--- src/rtl/pool_collect.sv ---
// Frames an upstream sample stream into pooling windows for the max-pool stage,
// captures each window maximum after the pool latency and packs them into a FWFT output FIFO.
module pool_collect #(
    parameter int NUM_WIDTH    = 16,
    parameter int NUM_PER_WORD = 4,
    parameter int CNT_WIDTH    = 8,
    parameter int POOL_LATENCY = 4,
    parameter int FIFO_DEPTH   = 4
) (
    input  logic                              clk,
    input  logic                              rst,
    input  logic [CNT_WIDTH-1:0]              cfg_window,
    input  logic                              flush,
    input  logic                              up_valid,
    output logic                              up_ready,
    output logic                              pool_restart,
    input  logic [NUM_WIDTH-1:0]              pool_data,
    output logic [NUM_WIDTH*NUM_PER_WORD-1:0] dn_data,
    output logic                              dn_valid,
    input  logic                              dn_ready
);
    // Handshakes: a sample moves on up_valid & up_ready; a word moves on dn_valid & dn_ready.
    // The pool stage never stalls, so the producer must gate up_valid with up_ready.
    localparam int AW = (FIFO_DEPTH > 1) ? $clog2(FIFO_DEPTH) : 1;
    localparam int LW = (NUM_PER_WORD > 1) ? $clog2(NUM_PER_WORD) : 1;
    localparam int WW = NUM_WIDTH * NUM_PER_WORD;

    logic [CNT_WIDTH-1:0]                    r_win_cnt;
    logic [CNT_WIDTH-1:0]                    r_win_size;
    logic [POOL_LATENCY-1:0]                 r_tok;
    logic [LW-1:0]                           r_lane;
    logic [NUM_PER_WORD-1:0][NUM_WIDTH-1:0]  r_asm;
    logic                                    r_flush_pend;
    logic [WW-1:0]                           r_mem [FIFO_DEPTH];
    logic [AW-1:0]                           r_wr;
    logic [AW-1:0]                           r_rd;
    logic [AW:0]                             r_count;

    logic [CNT_WIDTH-1:0]                    w_cfg_eff;
    logic [CNT_WIDTH-1:0]                    w_size;
    logic                                    w_accept;
    logic                                    w_win_end;
    logic                                    w_capture;
    logic                                    w_word_done;
    logic                                    w_flush_clr;
    logic                                    w_flush_act;
    logic                                    w_push;
    logic                                    w_pop;
    logic [NUM_PER_WORD-1:0][NUM_WIDTH-1:0]  w_push_word;
    logic [7:0]                              w_inflight;
    logic [7:0]                              w_lane_sum;
    logic [7:0]                              w_commit;
    logic [7:0]                              w_free;

    // The first sample of a window already uses the freshly latched window size.
    assign w_cfg_eff   = (cfg_window == '0) ? CNT_WIDTH'(1) : cfg_window;
    assign w_size      = (r_win_cnt == '0) ? w_cfg_eff : r_win_size;
    assign w_accept    = up_valid & up_ready;
    assign w_win_end   = w_accept & (r_win_cnt == w_size - CNT_WIDTH'(1));
    assign pool_restart = w_accept & (r_win_cnt == '0);

    assign w_capture   = r_tok[POOL_LATENCY-1];
    assign w_word_done = w_capture & (r_lane == LW'(NUM_PER_WORD - 1));
    assign w_flush_clr = r_flush_pend & ~(|r_tok);
    assign w_flush_act = w_flush_clr & (r_lane != '0);
    assign w_push      = w_word_done | w_flush_act;
    assign w_pop       = (r_count != '0) & dn_ready;

    always_comb begin
        w_push_word = r_asm;
        if (w_capture) w_push_word[r_lane] = pool_data;
    end

    always_comb begin
        w_inflight = 8'd0;
        for (int i = 0; i < POOL_LATENCY; i++) w_inflight = w_inflight + 8'(r_tok[i]);
    end

    // Words already promised by in-flight window ends or a pending partial flush
    // are reserved so a push can never land on a full FIFO.
    assign w_lane_sum = 8'(r_lane) + w_inflight;
    assign w_commit   = (w_lane_sum / 8'(NUM_PER_WORD)) +
                        ((r_flush_pend && ((w_lane_sum % 8'(NUM_PER_WORD)) != 8'd0)) ? 8'd1 : 8'd0);
    assign w_free     = 8'(FIFO_DEPTH) - 8'(r_count) + 8'(w_pop);
    assign up_ready   = ~rst & (w_free >= w_commit + 8'd2);

    assign dn_valid = (r_count != '0);
    assign dn_data  = dn_valid ? r_mem[r_rd] : '0;

    always_ff @(posedge clk) begin
        if (rst) begin
            r_win_cnt    <= '0;
            r_win_size   <= CNT_WIDTH'(1);
            r_tok        <= '0;
            r_lane       <= '0;
            r_asm        <= '0;
            r_flush_pend <= 1'b0;
            r_wr         <= '0;
            r_rd         <= '0;
            r_count      <= '0;
        end else begin
            if (r_win_cnt == '0) r_win_size <= w_cfg_eff;
            if (w_accept) r_win_cnt <= w_win_end ? '0 : r_win_cnt + CNT_WIDTH'(1);

            r_tok[0] <= w_win_end;
            for (int i = 1; i < POOL_LATENCY; i++) r_tok[i] <= r_tok[i-1];

            if (w_word_done || w_flush_act) begin
                r_asm  <= '0;
                r_lane <= '0;
            end else if (w_capture) begin
                r_asm[r_lane] <= pool_data;
                r_lane        <= r_lane + LW'(1);
            end

            // A flush arriving as an older one retires stays pending for the next round.
            r_flush_pend <= flush | (r_flush_pend & ~w_flush_clr);

            if (w_push) r_wr <= r_wr + AW'(1);
            if (w_pop)  r_rd <= r_rd + AW'(1);
            if (w_push && !w_pop)      r_count <= r_count + (AW+1)'(1);
            else if (w_pop && !w_push) r_count <= r_count - (AW+1)'(1);
        end
    end

    always_ff @(posedge clk) begin
        if (w_push) r_mem[r_wr] <= w_push_word;
    end

endmodule

--- config.mk ---
export PLATFORM = sky130hd
export DESIGN_NAME = pool_collect
export DESIGN_NICKNAME = d
export VERILOG_FILES = /design/src/rtl/pool_collect.sv
export SDC_FILE = /design/constraint.sdc
export NUM_CORES = 1
export LEC_CHECK = 0
export CAP_MARGIN = 20
export CORE_ASPECT_RATIO = 0.6
export CORE_MARGIN = 10
export CORE_UTILIZATION = 40
export CTS_CLUSTER_SIZE = 30
export DETAILED_ROUTE_END_ITERATION = 10
export GPL_ROUTABILITY_DRIVEN = 0
export SETUP_SLACK_MARGIN = 0.15
export SYNTH_ARGS = -nofsm -noshare
export SYNTH_HDL_FRONTEND = slang
export SYNTH_SLANG_ARGS = --single-unit
export TNS_END_PERCENT = 50
--- constraint.sdc ---
create_clock -name clk -period 6.5 [get_ports clk]
set_input_delay 1.625 -clock clk [delete_from_list [all_inputs] [get_ports clk]]
set_output_delay 1.625 -clock clk [all_outputs]
set_load 0.01 [all_outputs]
==> results.toml, run 1 <==
[drt]
routed.top_layer = "met4"
antenna_left = 0
met1_length_mm = 16.0
routed-wl-met2_mm = 13.9
drtPass1Iterations = 5
dr_wl_met3_mm = 1.44
wire_per_inst_um = 21.8
vias_per_cell = 5.21
drcViolationCount = 0
vias = 7577
drt_wl_total_mm = 31.7
drt_iter0_drc = 470

[global_routing]
grt_pass1_vias = 7797
grt.overflow.total = 0
antenna_found_initial = 3
grt_start_max_net_pins = 73
grtUsageTotal_pct = 14.3
grt_first_pass_wirelength_mm = 49.1

[timing]
post-route-min-period_ns = 5.95
fin_tns_setup_ns = 0
hold_viol_final = 0
setup_ws_ns = 0.554
fin_skew_ns = 0.0131
fmax_ghz = 0.168
rsz0062_at_grt = "no"
slew_violations = 0
slew-limit-headroom_pct = 28.8
tightest_slew_ns = 1.07
finalSetupViolCount = 0
post-route-period-util_pct = 91.5

[clock_tree]
cts.sinks = 352
clk_latency_ns = 0.51
cts_tree = "built"
cts_buffers = 35
cts_hold_buffers = 0
cts-root-buf = "clkbuf_16"
cts_setup_buffers = 0
h-tree-depth = 2
clock_path_buffers = 3
ctsResizeCount = 0
path_clk_slew_ns = 0.06

[floorplan]
die_x_um = 264
ios = 96
start_util_pct = 40.8
dieArea_um2 = 44000
die_y_um = 167
coreArea_um2 = 35100
core.rowCount = 53

[cells_and_area]
mostFrequentLayoutCells = "256 x edfxtp_1, 95 x clkdlybuf4s50_1, 94 x dfxtp_1, 65 x and2_1"
utilization_pct = 48.2
final_common_cell = "edfxtp_1"
area_growth_pct = 18.3
drive_gt1_share_pct = 23.1
nets = 1014

[yosys]
yosysSeqAreaShare_pct = 67.1
ys_async_sr_fraction_pct = 0
synth_edf_count = 256
yosys_most_used_dff = "edfxtp_1"
yosysUniqueCellTypes = 56
ys_seq_elements = 352
synth_nets = 914
synth_area_um2 = 14300
syn_avg_cell_area_um2 = 16.7
synthCells = 859
yosys_warnings = 0

[critical_path]
end_kind = "primary output"
cpMaxStageDelayCell = "clkdlybuf4s50_1"
arrival_ns = 4.32
path_delay_family = "buffers and inverters"
critPathMaxFanout = 4
cp.required_ns = 4.88
critPathKind = "primary input to primary output"
worstSetupStartpointType = "primary input"
path_buf_inv = 2
crit_path_max_incr_delay_ns = 0.49
worst_path_most_repeated_cell = "ha_1"
path_cells = "clkdlybuf4s50_1 > nor2b_1 > ha_1 > ha_1 > ha_1 > o21ai_0 > o21bai_1 > o21ai_0 > nor2_1 > clkdlybuf4s50_1"

[flow_run]
cap_violations = 0

[placed_design]
pre_cts_slack_ns = 0.546
port_buffers = 95
dp_hpwl_mm = 19.0

[power]
power_leakage_uw = 0.00610
power_density_nw_per_um2 = 377
ir_drop_v = 0.000236

[hold_path]
worstHoldPathType = "flop to flop"

[outcome]
outcome = "completed"
[worst reg2reg max path: cells and delay by family, from the launching register on]
family                   cells  cell delay (ns)
adder cells (fa/ha/maj)      5             1.87
AO/OA/AOI/OAI                5             1.34
flip-flops                   1             0.40
AND/OR/NAND/NOR              2             0.35
buffers and inverters        2             0.25
[logic make-up (layout without fill, tap and decap cells)]
logic type,count (synthesis),after routing,synth area share (%)
adder cells (fa/ha/maj),26,26,2.48
other,0,3,0
XOR/XNOR,21,21,1.28
multiplexers,139,139,16.0
AND/OR/NAND/NOR,215,215,9.20
AO/OA/AOI/OAI,34,34,1.86
buffers and inverters,72,198,2.12
flip-flops,352,352,67.1
[per-layer routing]
metal | vias to the layer above | global-route usage [%]
met5 | - | 0
met4 | 0 | 2.90
met3 | 35 | 2.85
met2 | 141 | 21.1
met1 | 3923 | 21.3
li1 | 3478 | -
[metrics by stage]
stage	power (uW)	area, um^2	hold WS (ns)	cells
floorplan	3610	14300	0.451	859
global placement	4480	15800	0.467	1388
detailed placement	4490	15800	0.486	1388
CTS	6460	16900	0.495	1451
global route	6730	16900	0.525	1452
finish	6380	16900	0.492	1455
[sequential cells by signal (all words and copies together), names as in the netlist, named ones only]
| register | count |
|---|---|
| r_win_cnt | 8 |
| r_tok | 4 |
| r_lane | 2 |
| r_rd | 2 |
| r_win_size | 8 |
| r_wr | 2 |
| r_count | 3 |
| r_flush_pend | 1 |
| r_mem | 256 |
| r_asm | 64 |
[cell type report]
cell class                 instances  area [um^2]
antenna                            3         7.51
clock buffer                      47          973
clock inverter                    16          139
fill                            3012        18200
inverter                          24         90.1
multi-input combinational        435         4450
sequential                       352         9610
tap                              467          584
timing repair buffer             111         1080
[where the power goes]
part           switching, uW  internal [uW]  total (uW)
combinational            837           1040        1880
sequential               124           2420        2540
clock                    824           1140        1960
total                   1790           4590        6380
[Yosys cell counts (2+ instances only)]
master	n	share of area [%]
xor2_1	8	0.49
fa_1	4	0.56
a21boi_0	2	0.10
dfxtp_1	96	13
o21ai_0	6	0.21
nor3_2	6	0.42
mux4_2	64	10
and3_2	5	0.26
nor2b_1	6	0.26
ha_1	22	1.9
buf_1	6	0.16
and2_1	65	2.8
inv_1	24	0.63
mux2i_1	9	0.63
o21a_1	5	0.26
nand4_1	2	0.087
nor2_1	27	0.71
a21oi_1	6	0.21
o31ai_1	3	0.16
mux2_2	64	5.0
xnor2_1	13	0.79
nor4_1	3	0.13
nand2_1	16	0.42
edfxtp_1	256	54
o31ai_2	2	0.17
buf_6	3	0.24
nor3_1	6	0.21
and3_1	64	2.8
or3_1	2	0.087
clkbuf_1	37	0.97
or4_1	2	0.10
[final timing paths]
| check | start | to | slack (ns) | cells past startpoint |
|---|---|---|---|---|
| worst min-delay path | r_flush_pend$_SDFF_PP0_ | r_flush_pend$_SDFF_PP0_ | 0.49 | 2 |
| worst max-delay path | dn_ready | pool_restart | 0.55 | 10 |
| worst max register to register | r_tok[3]$_SDFF_PP0_ | r_win_cnt[1]$_SDFFE_PP0P_ | 2.17 | 14 |
| worst min register to register | r_flush_pend$_SDFF_PP0_ | r_flush_pend$_SDFF_PP0_ | 0.49 | 2 |
Power figures use the tool's default switching activity.
==> run 2, diff against run 1 <==
--- a/config.mk
+++ b/config.mk
@@ -12,7 +12,9 @@
 export CTS_CLUSTER_SIZE = 30
 export DETAILED_ROUTE_END_ITERATION = 10
 export GPL_ROUTABILITY_DRIVEN = 0
+export REMOVE_ABC_BUFFERS = 1
 export SETUP_SLACK_MARGIN = 0.15
+export SLEW_MARGIN = 30
 export SYNTH_ARGS = -nofsm -noshare
 export SYNTH_HDL_FRONTEND = slang
 export SYNTH_SLANG_ARGS = --single-unit
==> run 2 against run 1 <==
Compared with the run above:
- worst setup slack gained 0.021 ns
- sequential share of layout area is 0.057 points higher
- largest cell class unchanged
- largest power group unchanged
- sequential cell count unchanged
==> results.toml, run 2 (same netlist as run 1, synthesis figures left out) <==
[drt]
drt_wl_total_mm = 30.1
drtPass1Iterations = 5
wire_per_inst_um = 20.7
drt_iter0_drc = 625
vias = 7422
vias_per_cell = 5.11
antenna_left = 0
drcViolationCount = 0

[cells_and_area]
nets = 1016
reg_top3 = "r_mem x256, r_asm x64"
largest_reg_flops = 256
final_area_um2 = 16900
drive_gt1_share_pct = 23.1
mostFrequentLayoutCells = "256 x edfxtp_1, 95 x clkdlybuf4s50_1, 94 x dfxtp_1, 65 x and2_1"
diodes = 0
final_common_cell = "edfxtp_1"
fill_cells = 2992
area_growth_pct = 18.2
utilization_pct = 48.2
top_register = "r_mem"

[critical_path]
path_cells = "fa_1 > inv_1 > fa_1 > fa_1 > a21oi_1 > ha_1 > ha_1 > nor3b_1 > o21bai_1 > o21ai_0 > nor2_1 > clkdlybuf4s50_1"
crit_path_max_incr_delay_ns = 0.53
regToRegEndpoint = "r_win_cnt[1]$_SDFFE_PP0P_"
worstSetupStartpointType = "flop"
reg2regPathDepth = 14
crit_start = "r_tok[3]$_SDFF_PP0_"
critPathMaxFanout = 8
path_buf_inv = 2
cpMaxStageDelayCell = "fa_1"
worst_path_most_repeated_cell = "fa_1"
r2r-start = "r_tok[3]$_SDFF_PP0_"
cp.required_ns = 4.88
critPathKind = "flop to primary output"
path_delay_family = "adder cells"
arrival_ns = 4.30
end_kind = "primary output"
regToRegSetupSlack_ns = 2.18

[power]
ir_drop_v = 0.000226
combPwrFrac_pct = 30.4
p_sw_uw = 1760
power_leakage_uw = 0.00606
power_uw = 6240
p_int_uw = 4490
switching_share_pct = 28.1
pwr-share-seq_pct = 40.2
pwr-share-clk_pct = 29.4
power_density_nw_per_um2 = 369

[outcome]
outcome = "completed"

[floorplan]
coreArea_um2 = 35100
start_util_pct = 40.8
die_x_um = 264
dieArea_um2 = 44000
die_y_um = 167
core.rowCount = 53
ios = 96

[global_routing]
grt_first_pass_wirelength_mm = 47.6
grt_pass1_vias = 7888
grtUsageTotal_pct = 13.5
antenna_found_initial = 0
grt_start_max_net_pins = 52
grt.overflow.total = 0

[timing]
post-route-period-util_pct = 91.2
finalSetupViolCount = 0
rsz0062_at_grt = "no"
slew_violations = 0
fmax_ghz = 0.169
slew-limit-headroom_pct = 42.8
tightest_slew_ns = 0.858
fin_tns_setup_ns = 0
fin_skew_ns = 0.0203
hold_viol_final = 0
post-route-min-period_ns = 5.92

[flow_run]
cap_violations = 0

[clock_tree]
cts-root-buf = "clkbuf_16"
cts_buffers = 31
clock_path_buffers = 3
path_clk_slew_ns = 0.07
cts_setup_buffers = 0
ctsResizeCount = 0
cts_hold_buffers = 0
cts.sinks = 352
h-tree-depth = 1
clk_latency_ns = 0.57
cts_tree = "built"

[hold_path]
min_to = "r_tok[1]$_SDFF_PP0_"
hold_depth = 2
worstHoldPathType = "flop to flop"
holdCritStartpoint = "r_tok[0]$_SDFF_PP0_"

[placed_design]
port_buffers = 95
dp_hpwl_mm = 17.8
placed_cell_area_um2 = 15900
run 2: through the flow:
stage               hold WS [ns]  cells  worst slack [ns]
detailed placement         0.486   1393             0.568
global placement           0.469   1391             0.554
global route               0.544   1453             0.319
CTS                        0.502   1451             0.527
finish                     0.494   1453             0.575
floorplan                  0.451    811              1.31
run 2: power by group through the flow:
stage          clock network, uW  registers (uW)  logic [uW]
6_report                    1830            2510        1900
5_1_grt                     1970            2520        2090
4_1_cts                     1880            2510        1970
3_5_place_dp                   0            2560        1950
3_3_place_gp                   0            2600        1900
2_1_floorplan                  0            2580        1010
run 2: how the worst max path moves through the flow:
stage / endpoint / slack, ns / cells after the start
after floorplan: dn_data[0] / 1.31 / 2
after global placement: pool_restart / 0.55 / 10
after detailed placement: pool_restart / 0.57 / 11
after CTS: pool_restart / 0.53 / 12
after global routing: pool_restart / 0.32 / 12
final: pool_restart / 0.58 / 12
run 2: per-layer routing:
layer | up-vias | part of all wire, % | global-route usage, %
met5 | - | 0 | 0
met4 | 0 | 1.5 | 2.25
met3 | 38 | 4.8 | 3.05
met2 | 124 | 45 | 20.7
met1 | 3785 | 49 | 19.5
li1 | 3475 | - | -
run 2: final cells by class:
| class | instances | area, um^2 | share of cell area, % |
|---|---|---|---|
| Clock buffer | 43 | 861 | 5.08 |
| Clock inverter | 15 | 146 | 0.865 |
| Inverter | 24 | 90.1 | 0.532 |
| Multi-Input combinational cell | 435 | 4440 | 26.2 |
| Sequential cell | 352 | 9620 | 56.8 |
| Tap cell | 467 | 584 | 3.45 |
| Timing Repair Buffer | 117 | 1190 | 7.02 |
run 2: worst register-to-register path, cell delays in order (launching register included):
cell	delay, ns
dfxtp_1	0.41
fa_1	0.53
inv_1	0.05
fa_1	0.37
fa_1	0.43
a21oi_1	0.20
ha_1	0.26
ha_1	0.28
nor3b_1	0.05
o21bai_1	0.20
o21ai_0	0.19
buf_4	0.19
nor4_2	0.31
o2111a_1	0.56
o32ai_2	0.16
